[config.mk]
export PLATFORM = sky130hd
export DESIGN_NAME = multi_push_fifo
export DESIGN_NICKNAME = d
export VERILOG_FILES = /design/src/rtl/multi_push_fifo.sv
export SDC_FILE = /design/constraint.sdc
export NUM_CORES = 1
export LEC_CHECK = 0
export CAP_MARGIN = 20
export CORE_MARGIN = 3
export CORE_UTILIZATION = 60
export CTS_BUF_LIST = sky130_fd_sc_hd__clkbuf_8
export CTS_CLUSTER_SIZE = 28
export DETAILED_ROUTE_END_ITERATION = 7
export GPL_ROUTABILITY_DRIVEN = 0
export HOLD_SLACK_MARGIN = 0.08
export PLACE_DENSITY = 0.87
export SKIP_CTS_REPAIR_TIMING = 1
export SLEW_MARGIN = 20
export SYNTH_ARGS = -nofsm -noshare
export SYNTH_HDL_FRONTEND = slang
export SYNTH_SLANG_ARGS = --single-unit
[constraint.sdc]
create_clock -name clk -period 3.6 [get_ports clk]
set_input_delay 0.72 -clock clk [delete_from_list [all_inputs] [get_ports clk]]
set_output_delay 0.72 -clock clk [all_outputs]
set_load 0.01 [all_outputs]
[src/rtl/multi_push_fifo.sv]
// Circular FIFO accepting up to MULTI_PUSH entries per cycle, popping one; show-ahead head.
// Latency: a pushed entry is visible on data_out the cycle after it is written (no bypass).
// Backpressure: a push larger than space_cnt is dropped whole and flags overflow.
module multi_push_fifo #(
    parameter int DEPTH      = 8,
    parameter int DATA_WIDTH = 8,
    parameter int MULTI_PUSH = 2
) (
    input  logic                                 clk,
    input  logic                                 rst,
    input  logic [$clog2(MULTI_PUSH):0]          push_cnt,
    input  logic [MULTI_PUSH-1:0][DATA_WIDTH-1:0] data_in,
    output logic [$clog2(MULTI_PUSH):0]          space_cnt,
    input  logic                                 pop,
    output logic [DATA_WIDTH-1:0]                data_out,
    output logic                                 empty,
    output logic                                 full,
    output logic [$clog2(DEPTH):0]               count,
    output logic                                 overflow,
    output logic                                 underflow
);
    localparam int AW = $clog2(DEPTH);
    localparam int PW = $clog2(MULTI_PUSH) + 1;
    localparam int CW = AW + 1;

    logic [AW-1:0]         w_ptr;
    logic [AW-1:0]         r_ptr;
    logic [CW-1:0]         occ;
    logic [CW-1:0]         free_cnt;
    logic                  push_ok;
    logic                  pop_ok;
    logic [DATA_WIDTH-1:0] mem [DEPTH];

    // Space is judged on start-of-cycle occupancy; a same-cycle pop does not make room.
    assign free_cnt  = CW'(DEPTH) - occ;
    assign space_cnt = (free_cnt >= CW'(MULTI_PUSH)) ? PW'(MULTI_PUSH) : PW'(free_cnt);
    assign push_ok   = (push_cnt != '0) && (push_cnt <= space_cnt);
    assign pop_ok    = pop && (occ != '0);

    assign empty    = (occ == '0);
    assign full     = (occ == CW'(DEPTH));
    assign count    = occ;
    assign data_out = mem[r_ptr];

    always_ff @(posedge clk) begin
        if (!rst) begin
            w_ptr     <= '0;
            r_ptr     <= '0;
            occ       <= '0;
            overflow  <= 1'b0;
            underflow <= 1'b0;
        end else begin
            if (push_ok) begin
                w_ptr <= w_ptr + AW'(push_cnt);
            end
            if (pop_ok) begin
                r_ptr <= r_ptr + 1'b1;
            end
            occ <= occ + (push_ok ? CW'(push_cnt) : '0) - CW'(pop_ok);
            if (push_cnt > space_cnt) begin
                overflow <= 1'b1;
            end
            if (pop && (occ == '0)) begin
                underflow <= 1'b1;
            end
        end
    end

    // Storage is not reset; pointer wrap comes from the AW-bit index arithmetic.
    always_ff @(posedge clk) begin
        if (rst && push_ok) begin
            for (int i = 0; i < MULTI_PUSH; i++) begin
                if (i < int'(push_cnt)) begin
                    mem[w_ptr + AW'(i)] <= data_in[i];
                end
            end
        end
    end
endmodule

Yosys cells after proc, flatten, opt, wreduce, memory -nomap -nowiden
Memory sizes are Yosys's and may differ from the RTL's. A register that Yosys moved wholly into a read port is not among the register bits.
Cells that the tools add are included.
- flip-flop bits (word level): 12
- bits in latches: 0
- RAM bits: 64
- ROM bits: 0
- bits of input ports: 21
- output and inout port bits: 18
- logic and storage cells: 35
- memories kept: 1
- add/sub/neg operators: 6
- multiply operators: 0
- div/mod/pow operators: 0
- order comparisons: 5
- equal/unequal tests: 1
- shift-type cells: 0
- multiplexer cells: 10
- bitwise logic cells: 0
- reduce and logical (&&, ||, !) cells: 7
- memory list (name ; words ; width ; read ports ; clocked after memory_dff ; wr ports ; RTL line ; text):
    mem ; 8 ; 8 ; 1 ; 1 ; 2 ; 32 ; logic [DATA_WIDTH-1:0] mem [DEPTH];
- operator list (kind ; count):
    $add A3 B1 Y3 const B ; 2
    $mux W1 ; 6
    $mux W3 ; 2
    $add A4 B2 Y4 ; 1
    $eq A4 B4 Y1 const B ; 1
    $ge A4 B2 Y1 const B ; 1
    $logic_and A1 B1 Y1 ; 4
    $logic_not A4 Y1 ; 1
    $lt A1 B2 Y1 const A ; 2
    $mux W2 ; 2
    $reduce_bool A4 Y1 ; 1
    $sub A4 B1 Y4 ; 1
    $sub A4 B4 Y4 const A ; 1
    $add A3 B2 Y3 ; 1
    $gt A2 B2 Y1 ; 1
    $le A2 B2 Y1 ; 1
    $reduce_bool A2 Y1 ; 1

Depth between registers and ports, before layout
- depth in word-level cells: 8
- gate-level depth with buffers: 17
- gate-level depth less buffers: 17

Worst setup path after synthesis
Ideal clock, no wire load.
- path type: flip-flop to flip-flop
- from: register occ[0], in the netlist count[0]
- to: register occ[3], in the netlist count[3]
- data arrival time: 3.122 ns
- data required time: 3.485 ns
- slack: 0.364 ns
- cell stages (with the launch flop): 16
- buffers on the path: 0
- cells stage by stage: dfxtp_1 inv_1 ha_1 or4_1 a21oi_1 ha_1 nor2b_1 o21ai_0 nand2_1 ha_1 inv_1 ha_1 a21o_1 a21oi_1 xor2_1 and2_1
- word-level cells in the longest chain between the ends: 8
- RTL lines (element ; RTL line ; text):
    start, declared ; 28 ; logic [CW-1:0] occ;
    start signal, assigned ; 59 ; occ <= occ + (push_ok ? CW'(push_cnt) : '0) - CW'(pop_ok);
    $sub A4 B4 Y4 * ; 35 ; assign free_cnt = CW'(DEPTH) - occ;
    $ge A4 B2 Y1 ; 36 ; assign space_cnt = (free_cnt >= CW'(MULTI_PUSH)) ? PW'(MULTI_PUSH) : PW'(free_cnt);
    $mux W2 * ; 36 ;
    net space_cnt[0] ; 13 ; output logic [$clog2(MULTI_PUSH):0] space_cnt,
    $le A2 B2 Y1 * ; 37 ; assign push_ok = (push_cnt != '0) && (push_cnt <= space_cnt);
    $logic_and A1 B1 Y1 * ; 37 ;
    $mux W2 * ; 59 ;
    $add A4 B2 Y4 * ; 59 ;
    $sub A4 B1 Y4 * ; 59 ;
Mark *: on every way through the listed nets, which the timed path passes. The rest lies on a longest branch.
A chain may end at the register's enable or synchronous reset.

==> impl_metrics.env <==
export IMPL_outcome="finished clean"
export IMPL_max_slew_margin_rel_pct=60.9
export IMPL_n_antenna_cell=0
export IMPL_route_vias_total=2706
export IMPL_async_reset_ff_share_pct=0
export IMPL_routed_via_density=5.86
export IMPL_post_route_period_util_pct=91.3
export IMPL_share_seq_of_total_power_pct=35.6
export IMPL_criticalPathCategory="register to register"
export IMPL_synth_sequential_area_ratio_pct=51.8
export IMPL_path_clk_slew_ps=80
export IMPL_areaGrowthSynthToFinish_pct=19.8
export IMPL_clkSinkCount=79
export IMPL_timing_max_transition_violations_final=0
export IMPL_setup_violations_final=0
export IMPL_first_pass_iters=4
export IMPL_clock_power_share_pct=21.8
export IMPL_clock_tree_htree_level_count=3
export IMPL_fin_setup_tns_ps=0
export IMPL_final_nets=398
export IMPL_hold_viol_final=0
export IMPL_overflow=0
export IMPL_max_freq_mhz=304
export IMPL_syn_area_um2=4290
export IMPL_antenna_left=0
export IMPL_intPower_mw=2.43
export IMPL_post_synth_cell_area_avg_um2=14.2
export IMPL_cts_tree="built"
export IMPL_endpoint_kind_of_the_worst_setup_timing_path="register"
export IMPL_synth_enable_flop_cells=64
export IMPL_drc=0
export IMPL_power_density_nw_per_um2=695
export IMPL_power_combinational_fraction_pct=42.6
export IMPL_power_share_switching_pct=31.9
export IMPL_post_synth_inst_count=302
export IMPL_mappedNetlistNets=339
export IMPL_p_leak_nw=1.87
export IMPL_pin_count_of_the_biggest_net_entering_global_routing=17
export IMPL_fp_row_count=30
export IMPL_finalPower_mw=3.57
export IMPL_vdd_ir_drop_worst_mv=0.555
export IMPL_worstHoldPathType="register to register"
export IMPL_min_path_cells=1
export IMPL_floorplan_die_area_um2=8200
export IMPL_clock_tree_root_cell="clkbuf_8"
export IMPL_layout_min_cycle_time_ps=3290
export IMPL_coreArea_um2=6870
export IMPL_maxCapViolations=0
export IMPL_worst_path_max_fanout=12
export IMPL_start_util_pct=62.5
export IMPL_layout_filler_cells=459
export IMPL_cts_buffer_depth=2
export IMPL_net_switching_power_mw=1.14
export IMPL_grt_setup_unrepaired="false"
export IMPL_cp_required_ps=3700
export IMPL_clock_latency_on_the_worst_skew_pair_ps=350
export IMPL_global_route_total_usage_across_every_layer_pct=23.8
export IMPL_ys_warn_count=0
export IMPL_crit_path_start_kind="register"
export IMPL_grt_antenna_before_repair=0
export IMPL_dieHeight_um=90.6
export IMPL_global_route_wire_length_before_repair_um=15000
export IMPL_r2r_worst_path_cells=10
export IMPL_first_global_vias=2837
export IMPL_yosys_most_used_dff="edfxtp_1"
export IMPL_post_drt_wl_per_cell_um=19.5
export IMPL_clock_skew_final_ps=6.77
export IMPL_num_io_pins=39
export IMPL_detail_route_iter0_violations=185
export IMPL_synth_seq_cells=79
export IMPL_post_route_cells_drive_above_1_share_pct=35.2
export IMPL_worstPathArrival_ps=3380
export IMPL_chipWidth_um=90.6
export IMPL_dp_hpwl_um=6180
export IMPL_cts_buffers=9
export IMPL_netlist_cell_type_count=41
export IMPL_routed_wirelength_um=8990
export IMPL_tightestPinTransition_ps=585
export IMPL_numPortBuffers=38
worst paths after layout:
check                                             end  slack, ps             startpoint
worst max-delay path              mem[3][3]$_DFFE_PP_        310    count[0]$_SDFF_PN0_
worst min-delay path            overflow$_SDFFE_PN0P_        470  overflow$_SDFFE_PN0P_
worst min register to register  overflow$_SDFFE_PN0P_        470  overflow$_SDFFE_PN0P_
worst max register to register    mem[3][3]$_DFFE_PP_        310    count[0]$_SDFF_PN0_
cell type report:
| cell class | count | area (um^2) | share of cell area, % |
|---|---|---|---|
| clock buffer | 9 | 124 | 2.41 |
| inverter | 14 | 52.6 | 1.02 |
| tap | 96 | 120 | 2.34 |
| multi-input combinational | 199 | 1980 | 38.5 |
| timing repair buffer | 58 | 531 | 10.3 |
| sequential | 79 | 2220 | 43.2 |
| clock inverter | 7 | 113 | 2.19 |
cell usage after synthesis, drive strengths merged (3+ instances only):
| master | instances | area share (%) |
|---|---|---|
| xor2 | 3 | 0.79 |
| clkbuf | 3 | 0.26 |
| nor3 | 3 | 0.35 |
| buf | 7 | 0.90 |
| o21ai | 3 | 0.35 |
| nand3 | 5 | 0.58 |
| mux2 | 72 | 20 |
| nor2b | 8 | 1.2 |
| ha | 14 | 4.1 |
| and2 | 8 | 1.2 |
| a21oi | 12 | 1.4 |
| inv | 14 | 1.2 |
| mux4 | 16 | 8.4 |
| xnor2 | 3 | 0.61 |
| dfxtp | 15 | 7.0 |
| nand2b | 3 | 0.44 |
| nor2 | 13 | 1.3 |
| edfxtp | 64 | 45 |
| nand2 | 15 | 1.4 |
metrics by stage:
stage / instance area [um^2] / hold slack, ps / std cells / utilization [%] / setup slack [ps]
after floorplan: 4290 / 509 / 302 / - / 364
after global placement: 4890 / 453 / 446 / 71.2 / 365
after detailed placement: 4890 / 458 / 446 / 71.2 / 245
after CTS: 5130 / 479 / 462 / 74.7 / 220
after global routing: 5140 / 508 / 462 / 74.9 / 65.9
final: 5140 / 475 / 462 / 74.9 / 315
sequential cells by signal, indices dropped and copies added (netlist names), named ones only:
register / count
mem: 64
count: 4
r_ptr: 3
w_ptr: 3
overflow: 1
underflow: 1
metal layers:
layer	routed length, um	track usage (%)
met1	3860	32.5
met2	4510	39.0
met3	487	4.33
met4	137	7.02
met5	0	0
critical path, stage by stage, from the launching register on:
cell	delay, ps
dfxtp_1	370
inv_1	90
ha_1	230
or4_1	480
a21oi_1	210
ha_1	290
and3_1	200
a21oi_1	120
buf_4	200
or2_1	450
mux2_2	390
power groups by stage:
stage | clock, mW | combinational, mW | sequential (mW)
after detailed placement | 0 | 1.50 | 1.29
final | 0.777 | 1.52 | 1.27
after floorplan | 0 | 0.973 | 1.27
after global routing | 0.834 | 1.69 | 1.29
after CTS | 0.792 | 1.51 | 1.27
after global placement | 0 | 1.44 | 1.29
cells in the final DEF (no fill, tap or decap), drive strengths merged:
cell,synthesis,layout
mux2,72,72
edfxtp,64,64
clkdlybuf4s50,0,38
buf,7,20
mux4,16,16
inv,14,15
dfxtp,15,15
nand2,15,15
ha,14,14
nor2,13,13
a21oi,12,12
clkbuf,3,9
nor2b,8,8
and2,8,8
nand3,5,5
nand2b,3,3
xnor2,3,3
bufinv,0,3
o21ai,3,3
nor3,3,3
xor2,3,3
clkinv,0,3
or4,2,2
or2,2,2
a21o,2,2
o21a,2,2
o31ai,2,2
fa,2,2
a21boi,2,2
a2bb2oi,1,1
or3,1,1
and3,1,1
nor3b,1,1
o311a,1,1
o211ai,1,1
mux2i,1,1
logic make-up (layout without fill, tap and decap cells):
| family | after synthesis | after routing | synth area share [%] |
|---|---|---|---|
| adders and majority gates | 16 | 16 | 5.01 |
| buffers and inverters | 24 | 88 | 2.39 |
| DFF | 79 | 79 | 51.8 |
| AOI/OAI and AO/OA | 26 | 26 | 3.76 |
| muxes | 89 | 89 | 28.2 |
| xor gates and xnor gates | 6 | 6 | 1.40 |
| and+or+nand+nor | 62 | 62 | 7.43 |
Note: power is estimated with default switching activity, not from simulation.
